--- src/rtl/id_decode_stage_pkg.sv ---
// -----------------------------------------------------------------------------
// id_decode_stage_pkg
// Shared MIPS decode definitions: opcode/funct constants, the 4-bit ALU
// op_type codes consumed by the EX stage, the control-flag bundle, and a
// helper that maps R-type funct codes to ALU ops. Single source for the
// decode stage and the ALU.
// Ports: none (package).
// -----------------------------------------------------------------------------
package id_decode_stage_pkg;

  // Primary opcodes (instr[31:26])
  localparam logic [5:0] OPC_RTYPE = 6'h00;
  localparam logic [5:0] OPC_J     = 6'h02;
  localparam logic [5:0] OPC_BEQ   = 6'h04;
  localparam logic [5:0] OPC_LW    = 6'h23;
  localparam logic [5:0] OPC_SW    = 6'h2B;

  // R-type funct codes (instr[5:0])
  localparam logic [5:0] FUNCT_ADD = 6'h20;
  localparam logic [5:0] FUNCT_SUB = 6'h22;
  localparam logic [5:0] FUNCT_AND = 6'h24;
  localparam logic [5:0] FUNCT_OR  = 6'h25;
  localparam logic [5:0] FUNCT_SLT = 6'h2A;

  // ALU op_type codes; ALU_NONE marks bubbles and illegal instructions
  typedef enum logic [3:0] {
    ALU_NONE = 4'd0,
    ALU_ADD  = 4'd1,
    ALU_SUB  = 4'd2,
    ALU_AND  = 4'd3,
    ALU_OR   = 4'd4,
    ALU_SLT  = 4'd5,
    ALU_LW   = 4'd6,
    ALU_SW   = 4'd7,
    ALU_BEQ  = 4'd8,
    ALU_J    = 4'd9
  } alu_op_e;

  // Control flags carried alongside op_type into the ID/EX register
  typedef struct packed {
    logic use_imm;
    logic reg_write;
    logic mem_read;
    logic mem_write;
    logic branch;
    logic jump;
    logic illegal;
  } ctrl_t;

  // Map an R-type funct field to its ALU op; unknown functs give ALU_NONE
  function automatic alu_op_e rtype_op(input logic [5:0] funct);
    alu_op_e op;
    case (funct)
      FUNCT_ADD: op = ALU_ADD;
      FUNCT_SUB: op = ALU_SUB;
      FUNCT_AND: op = ALU_AND;
      FUNCT_OR:  op = ALU_OR;
      FUNCT_SLT: op = ALU_SLT;
      default:   op = ALU_NONE;
    endcase
    return op;
  endfunction

endpackage

--- src/rtl/id_decode_stage_comb.sv ---
// -----------------------------------------------------------------------------
// id_decode_stage_comb
// Purely combinational instruction decoder: splits a MIPS instruction into
// ALU op_type, register indices, sign-extended immediate, jump target and
// control flags, and reports which source registers the instruction reads
// (used by the load-use hazard check).
// Ports:
//   instr    in   DATA_W   instruction word
//   op_type  out  4        ALU op code (0 = none/illegal)
//   rs/rt    out  RADDR_W  source register indices
//   dest     out  RADDR_W  write-back index (rd for R-type, rt for lw, else 0)
//   imm      out  DATA_W   sign-extended instr[15:0]
//   jtarget  out  26       instr[25:0]
//   ctrl     out  ctrl_t   control flags
//   reads_rs out  1        instruction consumes R[rs]
//   reads_rt out  1        instruction consumes R[rt]
// -----------------------------------------------------------------------------
module id_decode_stage_comb
  import id_decode_stage_pkg::*;
#(
  parameter int DATA_W  = 32,
  parameter int RADDR_W = 5
) (
  input  logic [DATA_W-1:0]  instr,
  output logic [3:0]         op_type,
  output logic [RADDR_W-1:0] rs,
  output logic [RADDR_W-1:0] rt,
  output logic [RADDR_W-1:0] dest,
  output logic [DATA_W-1:0]  imm,
  output logic [25:0]        jtarget,
  output ctrl_t              ctrl,
  output logic               reads_rs,
  output logic               reads_rt
);

  logic [5:0]         opcode_s;
  logic [5:0]         funct_s;
  logic [RADDR_W-1:0] rd_s;
  alu_op_e            op_s;
  alu_op_e            rop_s;
  ctrl_t              ctrl_s;
  logic [RADDR_W-1:0] dest_s;
  logic               reads_rs_s;
  logic               reads_rt_s;

  assign opcode_s = instr[31:26];
  assign funct_s  = instr[5:0];
  assign rs       = instr[21 +: RADDR_W];
  assign rt       = instr[16 +: RADDR_W];
  assign rd_s     = instr[11 +: RADDR_W];
  assign imm      = {{(DATA_W-16){instr[15]}}, instr[15:0]};
  assign jtarget  = instr[25:0];
  assign rop_s    = rtype_op(funct_s);

  // Opcode/funct decode into op, flags, destination and register-read usage
  always_comb begin
    op_s       = ALU_NONE;
    ctrl_s     = '0;
    dest_s     = '0;
    reads_rs_s = 1'b0;
    reads_rt_s = 1'b0;
    case (opcode_s)
      OPC_RTYPE: begin
        op_s = rop_s;
        if (rop_s != ALU_NONE) begin
          ctrl_s.reg_write = 1'b1;
          dest_s           = rd_s;
          reads_rs_s       = 1'b1;
          reads_rt_s       = 1'b1;
        end else begin
          ctrl_s.illegal = 1'b1;
        end
      end
      OPC_LW: begin
        op_s             = ALU_LW;
        ctrl_s.use_imm   = 1'b1;
        ctrl_s.mem_read  = 1'b1;
        ctrl_s.reg_write = 1'b1;
        dest_s           = rt;
        reads_rs_s       = 1'b1;
      end
      OPC_SW: begin
        op_s             = ALU_SW;
        ctrl_s.use_imm   = 1'b1;
        ctrl_s.mem_write = 1'b1;
        reads_rs_s       = 1'b1;
        reads_rt_s       = 1'b1;
      end
      OPC_BEQ: begin
        op_s          = ALU_BEQ;
        ctrl_s.branch = 1'b1;
        reads_rs_s    = 1'b1;
        reads_rt_s    = 1'b1;
      end
      OPC_J: begin
        op_s        = ALU_J;
        ctrl_s.jump = 1'b1;
      end
      default: begin
        ctrl_s.illegal = 1'b1;
      end
    endcase
    // Writes to $0 are architecturally discarded, so never request them
    ctrl_s.reg_write = ctrl_s.reg_write & (dest_s != '0);
  end

  assign op_type  = op_s;
  assign ctrl     = ctrl_s;
  assign dest     = dest_s;
  assign reads_rs = reads_rs_s;
  assign reads_rt = reads_rt_s;

endmodule

--- src/rtl/id_decode_stage.sv ---
// -----------------------------------------------------------------------------
// id_decode_stage
// MIPS pipeline decode stage: decodes the fetched instruction, detects the
// load-use hazard against the instruction held in ID/EX, and registers the
// decoded fields into the ID/EX register with a valid/ready handshake,
// downstream back-pressure, flush and a single-cycle load-use bubble.
// Optional build macro: ID_PERF_CNT_EN adds saturating bubble/illegal counters.
// Ports:
//   clk, rst        in   clock (rising edge), async active-high reset
//   if_valid        in   fetched instruction valid
//   if_instr        in   fetched instruction
//   id_ready        out  stage accepts if_instr this cycle (combinational)
//   flush           in   squash incoming/held instruction; highest priority
//   ex_ready        in   EX consumes ex_* this cycle
//   ex_valid        out  ex_* holds a real instruction
//   ex_op_type      out  ALU op code
//   ex_rs/ex_rt     out  source register indices
//   ex_dest         out  write-back index
//   ex_imm          out  sign-extended immediate
//   ex_jtarget      out  jump target field
//   ex_use_imm .. ex_illegal  out  control flags
//   bubble_cnt      out  hazard bubbles inserted (ID_PERF_CNT_EN only)
//   illegal_cnt     out  accepted illegal instructions (ID_PERF_CNT_EN only)
// -----------------------------------------------------------------------------
module id_decode_stage
  import id_decode_stage_pkg::*;
#(
  parameter int DATA_W  = 32,
  parameter int RADDR_W = 5,
  parameter int CNT_W   = 16
) (
  input  logic               clk,
  input  logic               rst,
  input  logic               if_valid,
  input  logic [DATA_W-1:0]  if_instr,
  output logic               id_ready,
  input  logic               flush,
  input  logic               ex_ready,
  output logic               ex_valid,
  output logic [3:0]         ex_op_type,
  output logic [RADDR_W-1:0] ex_rs,
  output logic [RADDR_W-1:0] ex_rt,
  output logic [RADDR_W-1:0] ex_dest,
  output logic [DATA_W-1:0]  ex_imm,
  output logic [25:0]        ex_jtarget,
  output logic               ex_use_imm,
  output logic               ex_reg_write,
  output logic               ex_mem_read,
  output logic               ex_mem_write,
  output logic               ex_branch,
  output logic               ex_jump,
`ifdef ID_PERF_CNT_EN
  output logic               ex_illegal,
  output logic [CNT_W-1:0]   bubble_cnt,
  output logic [CNT_W-1:0]   illegal_cnt
`else
  output logic               ex_illegal
`endif
);

  // Decoded view of the incoming instruction
  logic [3:0]         dec_op_s;
  logic [RADDR_W-1:0] dec_rs_s;
  logic [RADDR_W-1:0] dec_rt_s;
  logic [RADDR_W-1:0] dec_dest_s;
  logic [DATA_W-1:0]  dec_imm_s;
  logic [25:0]        dec_jt_s;
  ctrl_t              dec_ctrl_s;
  logic               dec_reads_rs_s;
  logic               dec_reads_rt_s;

  // ID/EX register
  logic               ex_valid_r;
  logic [3:0]         ex_op_r;
  logic [RADDR_W-1:0] ex_rs_r;
  logic [RADDR_W-1:0] ex_rt_r;
  logic [RADDR_W-1:0] ex_dest_r;
  logic [DATA_W-1:0]  ex_imm_r;
  logic [25:0]        ex_jt_r;
  ctrl_t              ex_ctrl_r;

  // Handshake / next-state
  logic               hazard_s;
  logic               adv_s;
  logic               load_en_s;
  logic               take_s;
  logic               bubble_s;

  id_decode_stage_comb #(
    .DATA_W  (DATA_W),
    .RADDR_W (RADDR_W)
  ) u_dec (
    .instr    (if_instr),
    .op_type  (dec_op_s),
    .rs       (dec_rs_s),
    .rt       (dec_rt_s),
    .dest     (dec_dest_s),
    .imm      (dec_imm_s),
    .jtarget  (dec_jt_s),
    .ctrl     (dec_ctrl_s),
    .reads_rs (dec_reads_rs_s),
    .reads_rt (dec_reads_rt_s)
  );

  // A load in ID/EX whose result the incoming instruction needs forces one bubble
  assign hazard_s = ex_valid_r & ex_ctrl_r.mem_read & (ex_dest_r != '0) & if_valid &
                    ((dec_reads_rs_s & (dec_rs_s == ex_dest_r)) |
                     (dec_reads_rt_s & (dec_rt_s == ex_dest_r)));

  assign adv_s     = ~ex_valid_r | ex_ready;
  assign id_ready  = flush | (adv_s & ~hazard_s);
  // Register updates on flush or advance; otherwise ID/EX holds (stall)
  assign load_en_s = flush | adv_s;
  // Real instruction enters ID/EX only when nothing squashes or delays it
  assign take_s    = ~flush & adv_s & ~hazard_s & if_valid;
  assign bubble_s  = ~flush & adv_s & hazard_s;

  // ID/EX register: load decoded instruction, or a cleared bubble, or hold
  always_ff @(posedge clk or posedge rst) begin
    if (rst) begin
      ex_valid_r <= 1'b0;
      ex_op_r    <= 4'd0;
      ex_rs_r    <= '0;
      ex_rt_r    <= '0;
      ex_dest_r  <= '0;
      ex_imm_r   <= '0;
      ex_jt_r    <= 26'd0;
      ex_ctrl_r  <= '0;
    end else if (load_en_s) begin
      ex_valid_r <= take_s;
      ex_op_r    <= take_s ? dec_op_s   : 4'd0;
      ex_rs_r    <= take_s ? dec_rs_s   : '0;
      ex_rt_r    <= take_s ? dec_rt_s   : '0;
      ex_dest_r  <= take_s ? dec_dest_s : '0;
      ex_imm_r   <= take_s ? dec_imm_s  : '0;
      ex_jt_r    <= take_s ? dec_jt_s   : 26'd0;
      ex_ctrl_r  <= take_s ? dec_ctrl_s : '0;
    end
  end

`ifdef ID_PERF_CNT_EN
  logic [CNT_W-1:0] bubble_cnt_r;
  logic [CNT_W-1:0] illegal_cnt_r;

  // Saturating performance counters for hazard bubbles and accepted illegal instrs
  always_ff @(posedge clk or posedge rst) begin
    if (rst) begin
      bubble_cnt_r  <= '0;
      illegal_cnt_r <= '0;
    end else begin
      if (bubble_s && (bubble_cnt_r != '1)) begin
        bubble_cnt_r <= bubble_cnt_r + CNT_W'(1);
      end
      if (take_s && dec_ctrl_s.illegal && (illegal_cnt_r != '1)) begin
        illegal_cnt_r <= illegal_cnt_r + CNT_W'(1);
      end
    end
  end

  assign bubble_cnt  = bubble_cnt_r;
  assign illegal_cnt = illegal_cnt_r;
`else
  logic unused_s;
  assign unused_s = bubble_s;
`endif

  assign ex_valid     = ex_valid_r;
  assign ex_op_type   = ex_op_r;
  assign ex_rs        = ex_rs_r;
  assign ex_rt        = ex_rt_r;
  assign ex_dest      = ex_dest_r;
  assign ex_imm       = ex_imm_r;
  assign ex_jtarget   = ex_jt_r;
  assign ex_use_imm   = ex_ctrl_r.use_imm;
  assign ex_reg_write = ex_ctrl_r.reg_write;
  assign ex_mem_read  = ex_ctrl_r.mem_read;
  assign ex_mem_write = ex_ctrl_r.mem_write;
  assign ex_branch    = ex_ctrl_r.branch;
  assign ex_jump      = ex_ctrl_r.jump;
  assign ex_illegal   = ex_ctrl_r.illegal;

endmodule

--- config.mk ---
export PLATFORM = sky130hd
export DESIGN_NAME = id_decode_stage
export DESIGN_NICKNAME = d
export VERILOG_FILES = /design/src/rtl/id_decode_stage_pkg.sv /design/src/rtl/id_decode_stage_comb.sv /design/src/rtl/id_decode_stage.sv
export SDC_FILE = /design/constraint.sdc
export NUM_CORES = 1
export LEC_CHECK = 0
export CORE_MARGIN = 2
export CORE_UTILIZATION = 23
export CTS_CLUSTER_DIAMETER = 80
export DETAILED_ROUTE_END_ITERATION = 10
export GPL_TIMING_DRIVEN = 0
export MAX_ROUTING_LAYER = met4
export PLACE_DENSITY = 0.49
export SLEW_MARGIN = 0
export SYNTH_ARGS = -nofsm -noshare
export SYNTH_HDL_FRONTEND = slang
export SYNTH_SLANG_ARGS = --single-unit
--- constraint.sdc ---
create_clock -name clk -period 4.1 [get_ports clk]
set_clock_uncertainty 0.15 [all_clocks]
set_input_delay 1.23 -clock clk [delete_from_list [all_inputs] [get_ports clk]]
set_output_delay 1.23 -clock clk [all_outputs]
set_load 0.02 [all_outputs]
* After elaboration in Yosys (flattened, before gate mapping)
Index checks and enable logic that the tools add are counted.
** Word-level totals
- Input bits :: 37
- Register bits :: 85
** Operators by class
- Equality and inequality tests :: 11
- Reductions and logical operators :: 8
- Multiplexer cells :: 22
- Bitwise logic cells :: 18
** Operator list (count)
- equality test 6 bit, second input constant :: 7
- 2-to-1 mux 32 bit :: 1
- 2-to-1 mux 26 bit :: 1
- 2-to-1 mux 5 bit :: 4
- case mux 4 bit (5 select lines) :: 1
- case mux 3 bit (5 select lines) :: 1
- bitwise AND 1 bit :: 11
- equality test 5 bit :: 2
- case mux 5 bit (2 select lines) :: 1
- nonzero test 5 bit :: 2
- case mux 1 bit (2 select lines) :: 4
- 2-to-1 mux 1 bit :: 7
- 2-to-1 mux 7 bit :: 1
- equality test 6 x 2 -> 1 bit, second input constant :: 1
- equality test 6 x 3 -> 1 bit, second input constant :: 1
- logical NOT 6 bit :: 1
- 2-to-1 mux 4 bit :: 1
- OR 1 bit :: 4
- nonzero test 4 bit :: 1
- OR reduction 2 bit :: 2
- OR reduction 4 bit :: 1
- NOT 1 bit :: 3
- OR reduction 3 bit :: 1

* Depth between registers and ports, before layout
Gate-level depths: netlist of the first run.
- Word-level depth :: 12
- Mapped depth :: 9
- Mapped depth without buffers :: 6

* By module
A second synthesis of the first run with hierarchy kept.
** Second synthesis, totals
- Cells, all modules :: 645
- Area total of the unflattened synthesis :: 5411.4 sq um
** By module, submodules not included
- id_decode_stage :: area each 4489.3 sq um, instances 1, sequential area each 2127.0 sq um, cells an instance 511
- id_decode_stage_comb :: area each 922.1 sq um, instances 1, sequential area each 0.0 sq um, cells an instance 134

* Least setup slack after synthesis of the first run
No wires, ideal clock.
- Path kind :: input to output
- Start point :: in if_instr[27]
- End point :: out id_ready
- Stages on the path :: 7
- Setup slack :: 0.445 ns
- Data arrival time :: 2.275 ns
- Required time :: 2.720 ns
- Cell sequence :: buf_6 > nand3_1 > nor2_1 > a32o_1 > a211oi_2 > nor3_1 > nor2_1
** Between the ends
- Longest elaborated chain between the ends :: 9
- Elaborated cells on any way between the ends :: 15
- Those cells by class :: eq/ne: 3; mux: 2; bitwise: 7; reduce/logical: 3
** Ends and longest elaborated chain
- start, declared :: line id_decode_stage.sv:35 : input logic [DATA_W-1:0] if_instr,
- equality test 6 bit / equality test 6 x 3 -> 1 bit (equally long branches) :: line id_decode_stage_comb.sv:62 : case (opcode_s)
- OR reduction 3 bit (no line) / OR reduction 2 bit (equally long branches)
- case mux 1 bit (2 select lines) :: line id_decode_stage_comb.sv:62
- bitwise AND 1 bit (on tied branches) :: line id_decode_stage.sv:107, id_decode_stage.sv:108
- OR 1 bit * :: line id_decode_stage.sv:107 : ((dec_reads_rs_s & (dec_rs_s == ex_dest_r)) |
- bitwise AND 1 bit * :: line id_decode_stage.sv:106 : assign hazard_s = ex_valid_r & ex_ctrl_r.mem_read & (ex_dest_r != '0) & if_valid &
- NOT 1 bit * :: line id_decode_stage.sv:111 : assign id_ready = flush | (adv_s & ~hazard_s);
- bitwise AND 1 bit * :: line id_decode_stage.sv:111
- OR 1 bit * :: line id_decode_stage.sv:111
- end, declared :: line id_decode_stage.sv:36 : output logic id_ready,
Mark *: on every way between the ends. The rest lies on a longest branch, timed or not.

* Worst setup path in the final report of the first run
- Start point :: in if_instr[4]
- End point :: out id_ready
** Between the ends
- Longest elaborated chain between the ends :: 11
- Elaborated cells on any way between the ends :: 17
- Those cells by class :: eq/ne: 5; mux: 4; bitwise: 7; reduce/logical: 1
** Ends and longest elaborated chain
- equality test 6 bit :: line id_decode_stage_pkg.sv:53 : case (funct)
- case mux 3 bit (5 select lines) * :: line id_decode_stage_pkg.sv:53
- nonzero test 4 bit * :: line id_decode_stage_comb.sv:65 : if (rop_s != ALU_NONE) begin
- 2-to-1 mux 1 bit * :: line id_decode_stage_comb.sv:65
- case mux 1 bit (2 select lines) :: line id_decode_stage_comb.sv:62
- bitwise AND 1 bit (on tied branches) :: line id_decode_stage.sv:107, id_decode_stage.sv:108
- OR 1 bit * :: line id_decode_stage.sv:107
- bitwise AND 1 bit * :: line id_decode_stage.sv:106
- NOT 1 bit * :: line id_decode_stage.sv:111
- bitwise AND 1 bit * :: line id_decode_stage.sv:111
- OR 1 bit * :: line id_decode_stage.sv:111
Marked as above.

==> reports/metrics.cfg, run 1 <==
[run_status]
outcome=complete, no violations

[placement]
port_buffers=119
dp_hpwl_mm=5.53
place.gp.congestion=0.720
pre_cts_ws_ns=-0.703

[power_and_ir_drop]
vdd_ir_drop_max_v=0.000139
p_total_uw=972
p_per_area_nw_per_um2=248
p_leak_nw=1.70

[global_routing]
grt_max_degree=32
gr-usage-all-layers=0.132
grt_pass1_wl_mm=11.3
antenna_found_initial=0
grt_pass1_vias=2073
overflow=0

[floorplanning]
die_h_um=105
ios=123
start_util=0.233
rows=37
fp.coreArea_um2=10100
die_area_um2=11100
die_x_um=105

[yosys]
yosysUniqueCellTypes=39
synth_cells=225
syn-cell-area_um2=2370
syn-mean-instance-area_um2=10.5
ys_async_sr_fraction=1.00
ys_warn_count=0
syn_nets=262
synth_edf_count=0
yosysSeqAreaShare=0.455
ys.flop_type=dfrtp_1
postSynthRegisterBits=43

[worst_setup_path]
path_buf_inv=2
slowest_delay_ns=0.48
critPathKind=in2out
cp-start-kind=input port
cp.required_ns=2.72
slowest_stage=clkdlybuf4s50_1
worstPathArrival_ns=2.63
cp_cell_sequence=clkdlybuf4s50_1 > and2b_1 > nand3_2 > nor2_4 > a211oi_4 > nor3_2 > nor2_1 > buf_4
crit_fanout=2
path_delay_family=buffers and inverters
crit_path_end_kind=output port

[cts]
clockRootBuffer=clkbuf_8
cts_sinks=43
cts_tree=built
cts_buffers=5
cts_hold_buf=0
clk_latency_ns=0.30
clk_pin_slew_ns=0.09
h-tree-depth=2
clk_path_buf_depth=2

[layout]
fillers=995
areaGrowthSynthToFinish_pct=65.8
mostFrequentLayoutCells=clkdlybuf4s50_1, buf_4, dfrtp_1
drive_gt1_frac=0.221
final_common_cell=clkdlybuf4s50_1
antennaDiodeCount=0
layout.nets=393

[timing]
min_period_ns=4.01
slew_violations=0
hold_viol=0
max_clock_freq_ghz=0.250
worst_slew_pin_slew_ns=0.573
layout_setup_ws_ns=0.0944
setup_viol=0
slew_headroom=0.618
finalCritPeriodShare=0.977

[drt]
drtPass1Iterations=4
vias=2127
wire_per_inst_um=14.6
drtIter0Drc=70
via_per_inst=4.31
ant_nets=0
drt_wl_total_mm=7.21
drc=0

[job]
max_cap_violations=0

[min_path]
hp-class=reg2reg

[layout make-up]
| type | count | area [um^2] | share of cell area |
|---|---|---|---|
| Timing Repair Buffer | 124 | 1230 | 0.313 |
| Sequential cell | 43 | 1080 | 0.274 |
| Multi-Input combinational cell | 126 | 955 | 0.243 |
| Buffer | 53 | 398 | 0.101 |
| Tap cell | 136 | 170 | 0.0434 |
| Clock buffer | 6 | 72.6 | 0.0185 |
| Clock inverter | 2 | 12.5 | 0.00319 |
| Inverter | 3 | 11.3 | 0.00287 |
[sequential cells by signal (all words and copies together), names as in the netlist, 4 cells and up]
| signal | cells |
|---|---|
| ex_dest | 5 |
| ex_imm | 16 |
| ex_rs | 5 |
| ex_rt | 4 |
| ex_op_type | 4 |
[per-stage QoR]
stage               setup TNS (ns)  instance area, um^2   util  std cells  hold slack, ns
global route              -0.00896                 3930  0.387        493           0.381
CTS                              0                 3890  0.384        493           0.352
finish                           0                 3930  0.387        493           0.345
floorplan                        0                 2370      -        225           0.440
detailed placement          -0.703                 3750  0.370        481           0.330
global placement            -0.793                 3730  0.368        480           0.316
[worst reg2reg max path: cells and delay by family, from the launching register on]
kind                   cells  cell delay (ns)
AO/OA/AOI/OAI              3             0.49
flip-flops                 1             0.48
buffers and inverters      3             0.46
AND/OR/NAND/NOR            2             0.43
XOR/XNOR                   1             0.22
[what timing repair did]
action | in CTS | in global routing
endpoints found under the setup margin | 1 | 1
pin swaps | 6 | 2
hold endpoints to repair | 0 | 0
buffers inserted | 4 | 0
cloned | 0 | 0
gates resized for setup | 26 | 6
[Yosys cell counts, types with 2 or more instances]
| master | n | area share |
|---|---|---|
| dfrtp_1 | 43 | 0.45 |
| buf_4 | 42 | 0.13 |
| a22o_1 | 29 | 0.11 |
| o21ai_0 | 14 | 0.030 |
| nand2_1 | 12 | 0.019 |
| nor2_1 | 8 | 0.013 |
| xnor2_1 | 7 | 0.026 |
| a22oi_1 | 5 | 0.016 |
| buf_6 | 5 | 0.024 |
| nand3_1 | 5 | 0.011 |
| xor2_1 | 5 | 0.018 |
| a32o_1 | 4 | 0.017 |
| and3_1 | 4 | 0.011 |
| clkbuf_1 | 4 | 0.0063 |
| nor3_1 | 4 | 0.0085 |
| a21oi_1 | 3 | 0.0063 |
| inv_1 | 3 | 0.0048 |
| nand2b_1 | 3 | 0.0079 |
| a31oi_1 | 2 | 0.0053 |
| buf_2 | 2 | 0.0042 |
| nor3_2 | 2 | 0.0085 |
| or4_1 | 2 | 0.0063 |
[cells by family after synthesis]
group | Yosys count | share of synthesized area
buffers and inverters | 56 | 0.172
xor gates and xnor gates | 12 | 0.0444
muxes | 1 | 0.00423
and+or+nand+nor | 50 | 0.122
AOI/OAI and AO/OA | 63 | 0.203
DFF | 43 | 0.455
[power breakdown]
group	internal (mW)	total [mW]	switching (mW)
clock network	0.119	0.274	0.155
logic	0.130	0.247	0.118
registers	0.437	0.450	0.0130
total	0.686	0.972	0.286
[final timing paths]
kind | cells past startpoint | from | slack (ns) | to
worst max-delay path | 8 | if_instr[4] | 0.09 | id_ready
worst min-delay path | 2 | ex_op_type[1] | 0.35 | ex_op_type[1]
worst max register to register | 9 | ex_dest[4] | 1.78 | ex_imm[6]
worst min register to register | 2 | ex_op_type[1] | 0.35 | ex_op_type[1]
max in group asynchronous | 3 | rst | 2.27 | ex_reg_write
min in group asynchronous | 2 | rst | 1.06 | ex_imm[10]
[metal layers]
| metal | share of wire | global-route usage |
|---|---|---|
| met1 | 0.46 | 0.174 |
| met2 | 0.47 | 0.207 |
| met3 | 0.062 | 0.0303 |
| met4 | 0.010 | 0.0257 |
| met5 | 0 | - |
(Power assumes the default switching activity.)
==> inputs of run 2 (changes only) <==
--- a/config.mk
+++ b/config.mk
@@ -5,6 +5,7 @@
 export SDC_FILE = /design/constraint.sdc
 export NUM_CORES = 1
 export LEC_CHECK = 0
+export CAP_MARGIN = 20
 export CORE_MARGIN = 2
 export CORE_UTILIZATION = 23
 export CTS_CLUSTER_DIAMETER = 80
@@ -12,6 +13,7 @@
 export GPL_TIMING_DRIVEN = 0
 export MAX_ROUTING_LAYER = met4
 export PLACE_DENSITY = 0.49
+export RECOVER_POWER = 50
 export SLEW_MARGIN = 0
 export SYNTH_ARGS = -nofsm -noshare
 export SYNTH_HDL_FRONTEND = slang
==> run 2 against run 1 <==
Compared with the run above: the run now ends with capacitance limit, slew limit left; first-iteration DRC count decreased by 10%; sequential cell count stayed put; utilization is 0.16 points lower; critical path type unchanged; critical endpoint unchanged; largest cell class unchanged; highest routed layer unchanged.
==> reports/metrics.cfg, run 2 (synthesis results as in run 1) <==
[placement]
dp_hpwl_mm=5.53  ; unchanged
placed_area_um2=3750  ; unchanged
port_buffers=119  ; unchanged
place.gp.congestion=0.720  ; unchanged

[run_status]
outcome=finished with violations
violations=capacitance limit, slew limit

[drt]
drtPass1Iterations=4  ; unchanged
via_per_inst=4.31  ; -0.19%
vias=2123  ; -0.19%
drt_wl_total_mm=7.17  ; -0.46%
drtIter0Drc=63  ; -10%
wire_per_inst_um=14.5  ; -0.46%
ant_nets=0  ; unchanged
drc=0  ; unchanged

[cts]
h-tree-depth=2  ; unchanged
clk_path_buf_depth=2  ; unchanged
cts_buffers=5  ; unchanged
clk_latency_ns=0.30  ; about the same
clockRootBuffer=clkbuf_8
cts_hold_buf=0  ; unchanged
clk_pin_slew_ns=0.09  ; about the same
cts_sinks=43  ; unchanged
cts_tree=built

[timing]
setup_viol=0  ; unchanged
worst_slew_pin_slew_ns=1.76  ; +1.19 ns
max_clock_freq_ghz=0.250  ; about the same
whs_ns=0.339  ; -0.00608 ns
setup_tns_ns=0  ; unchanged
slew_headroom=-0.176  ; -0.794
slew_violations=32  ; +32
finalCritPeriodShare=0.977  ; about the same
hold_viol=0  ; unchanged
min_period_ns=4.00  ; -0.00164 ns

[worst_setup_path]
rr_endpoint=ex_imm[6]
critPathKind=in2out
worstPathArrival_ns=2.62  ; about the same
path_buf_inv=2  ; unchanged
worstSetupEndpoint=id_ready
crit-reg2reg-launch=ex_dest[4]
cp.depth=8  ; unchanged
crit_fanout=2  ; unchanged
slowest_delay_ns=0.48  ; about the same
slowest_stage=clkdlybuf4s50_1
cp.required_ns=2.72  ; about the same
cp_cell_sequence=clkdlybuf4s50_1 > and2b_1 > nand3_2 > nor2_4 > a211oi_4 > nor3_2 > nor2_1 > buf_4
cp-start-kind=input port
reg2reg_setup_slack_ns=1.78  ; about the same
path_delay_family=buffers and inverters
startpoint=if_instr[4]
crit_path_end_kind=output port
worst-r2r-cell-count=9  ; unchanged

[layout]
areaGrowthSynthToFinish_pct=65.1
drive_gt1_frac=0.216  ; -0.00560
antennaDiodeCount=0  ; unchanged
final_common_cell=clkdlybuf4s50_1
final_util=0.386  ; -0.00161
largest_register_ffs=16  ; unchanged
mostFrequentLayoutCells=clkdlybuf4s50_1, buf_4, dfrtp_1
fin_area_um2=3910  ; -0.41%
fillers=995  ; unchanged
layout.nets=393  ; unchanged

[global_routing]
antenna_found_initial=0  ; unchanged
overflow=0  ; unchanged
gr-usage-all-layers=0.132  ; unchanged
grt_pass1_wl_mm=11.3  ; unchanged
grt_max_degree=32  ; unchanged
grt_pass1_vias=2073  ; unchanged

[floorplanning]
die_area_um2=11100  ; unchanged
rows=37  ; unchanged
fp.coreArea_um2=10100  ; unchanged
start_util=0.233  ; unchanged
die_h_um=105  ; unchanged
ios=123  ; unchanged
die_x_um=105  ; unchanged

[min_path]
hp-class=reg2reg

[job]
max_cap_violations=1  ; +1

[power_and_ir_drop]
p_leak_nw=1.80  ; +6.0%
p_per_area_nw_per_um2=246  ; -0.58%
vdd_ir_drop_max_v=0.000137  ; -0.93%

[run 2: cell count changes in the layout (fill, tap and decap cells not counted)]
cell,previous run,this run
and2_0,0,1
and2_1,1,0
buf_12,1,0
clkbuf_1,4,5
clkdlybuf4s50_1,105,67
dlygate4sd3_1,0,38
inv_1,2,3
inv_2,1,0
[run 2: repair_timing]
item                       CTS  global route
setup endpoints to repair    1             1
pin swaps                    6             2
gates cloned                 0             0
setup buffers                4             0
gates resized for setup     26             6
[run 2: final cells by class]
cell class	instances	area, um^2	area share
timing repair buffer	124	1210	0.310
tap	136	170	0.0435
sequential	43	1080	0.275
buffer	53	398	0.102
inverter	3	11.3	0.00288
multi-input combinational	126	955	0.244
clock inverter	2	12.5	0.00320
clock buffer	6	72.6	0.0186
[run 2: worst min-delay path: cells and delay by family, from the launching register on]
family,cells,cell delay (ns)
AOI/OAI and AO/OA,1,0.06
and+or+nand+nor,1,0.05
DFF,1,0.35
[run 2: worst min path at each step]
stage          cells after the start          start  slack (ns)            end
2_1_floorplan                      2  ex_op_type[1]        0.44  ex_op_type[1]
3_3_place_gp                       2  ex_op_type[1]        0.32  ex_op_type[1]
3_5_place_dp                       2  ex_op_type[1]        0.33  ex_op_type[1]
4_1_cts                            2  ex_op_type[1]        0.35  ex_op_type[1]
5_1_grt                            2  ex_op_type[1]        0.38  ex_op_type[1]
6_report                           2  ex_op_type[1]        0.34  ex_op_type[1]
[run 2: metal layers]
| layer | up-vias | share of wire | global-route usage | wire (um) |
|---|---|---|---|---|
| met5 | - | 0 | - | 0 |
| met1 | 1004 | 0.46 | 0.174 | 3320 |
| met2 | 82 | 0.47 | 0.207 | 3350 |
| met3 | 7 | 0.061 | 0.0303 | 437 |
| li1 | 1030 | - | - | - |
| met4 | 0 | 0.0086 | 0.0257 | 62 |
[run 2: per-stage QoR]
stage                     power (mW)  setup slack, ns  cells
final                          0.962           0.0961    493
after detailed placement       0.708           -0.703    481
after floorplan                0.580            0.445    225
after global placement         0.705           -0.793    480
after CTS                      0.983        0.0000684    493
after global routing            1.01         -0.00896    493
[run 2: power by group]
group / switching, mW / internal [mW]
registers: 0.0123 / 0.437
logic: 0.117 / 0.123
clock network: 0.153 / 0.119
total: 0.283 / 0.680
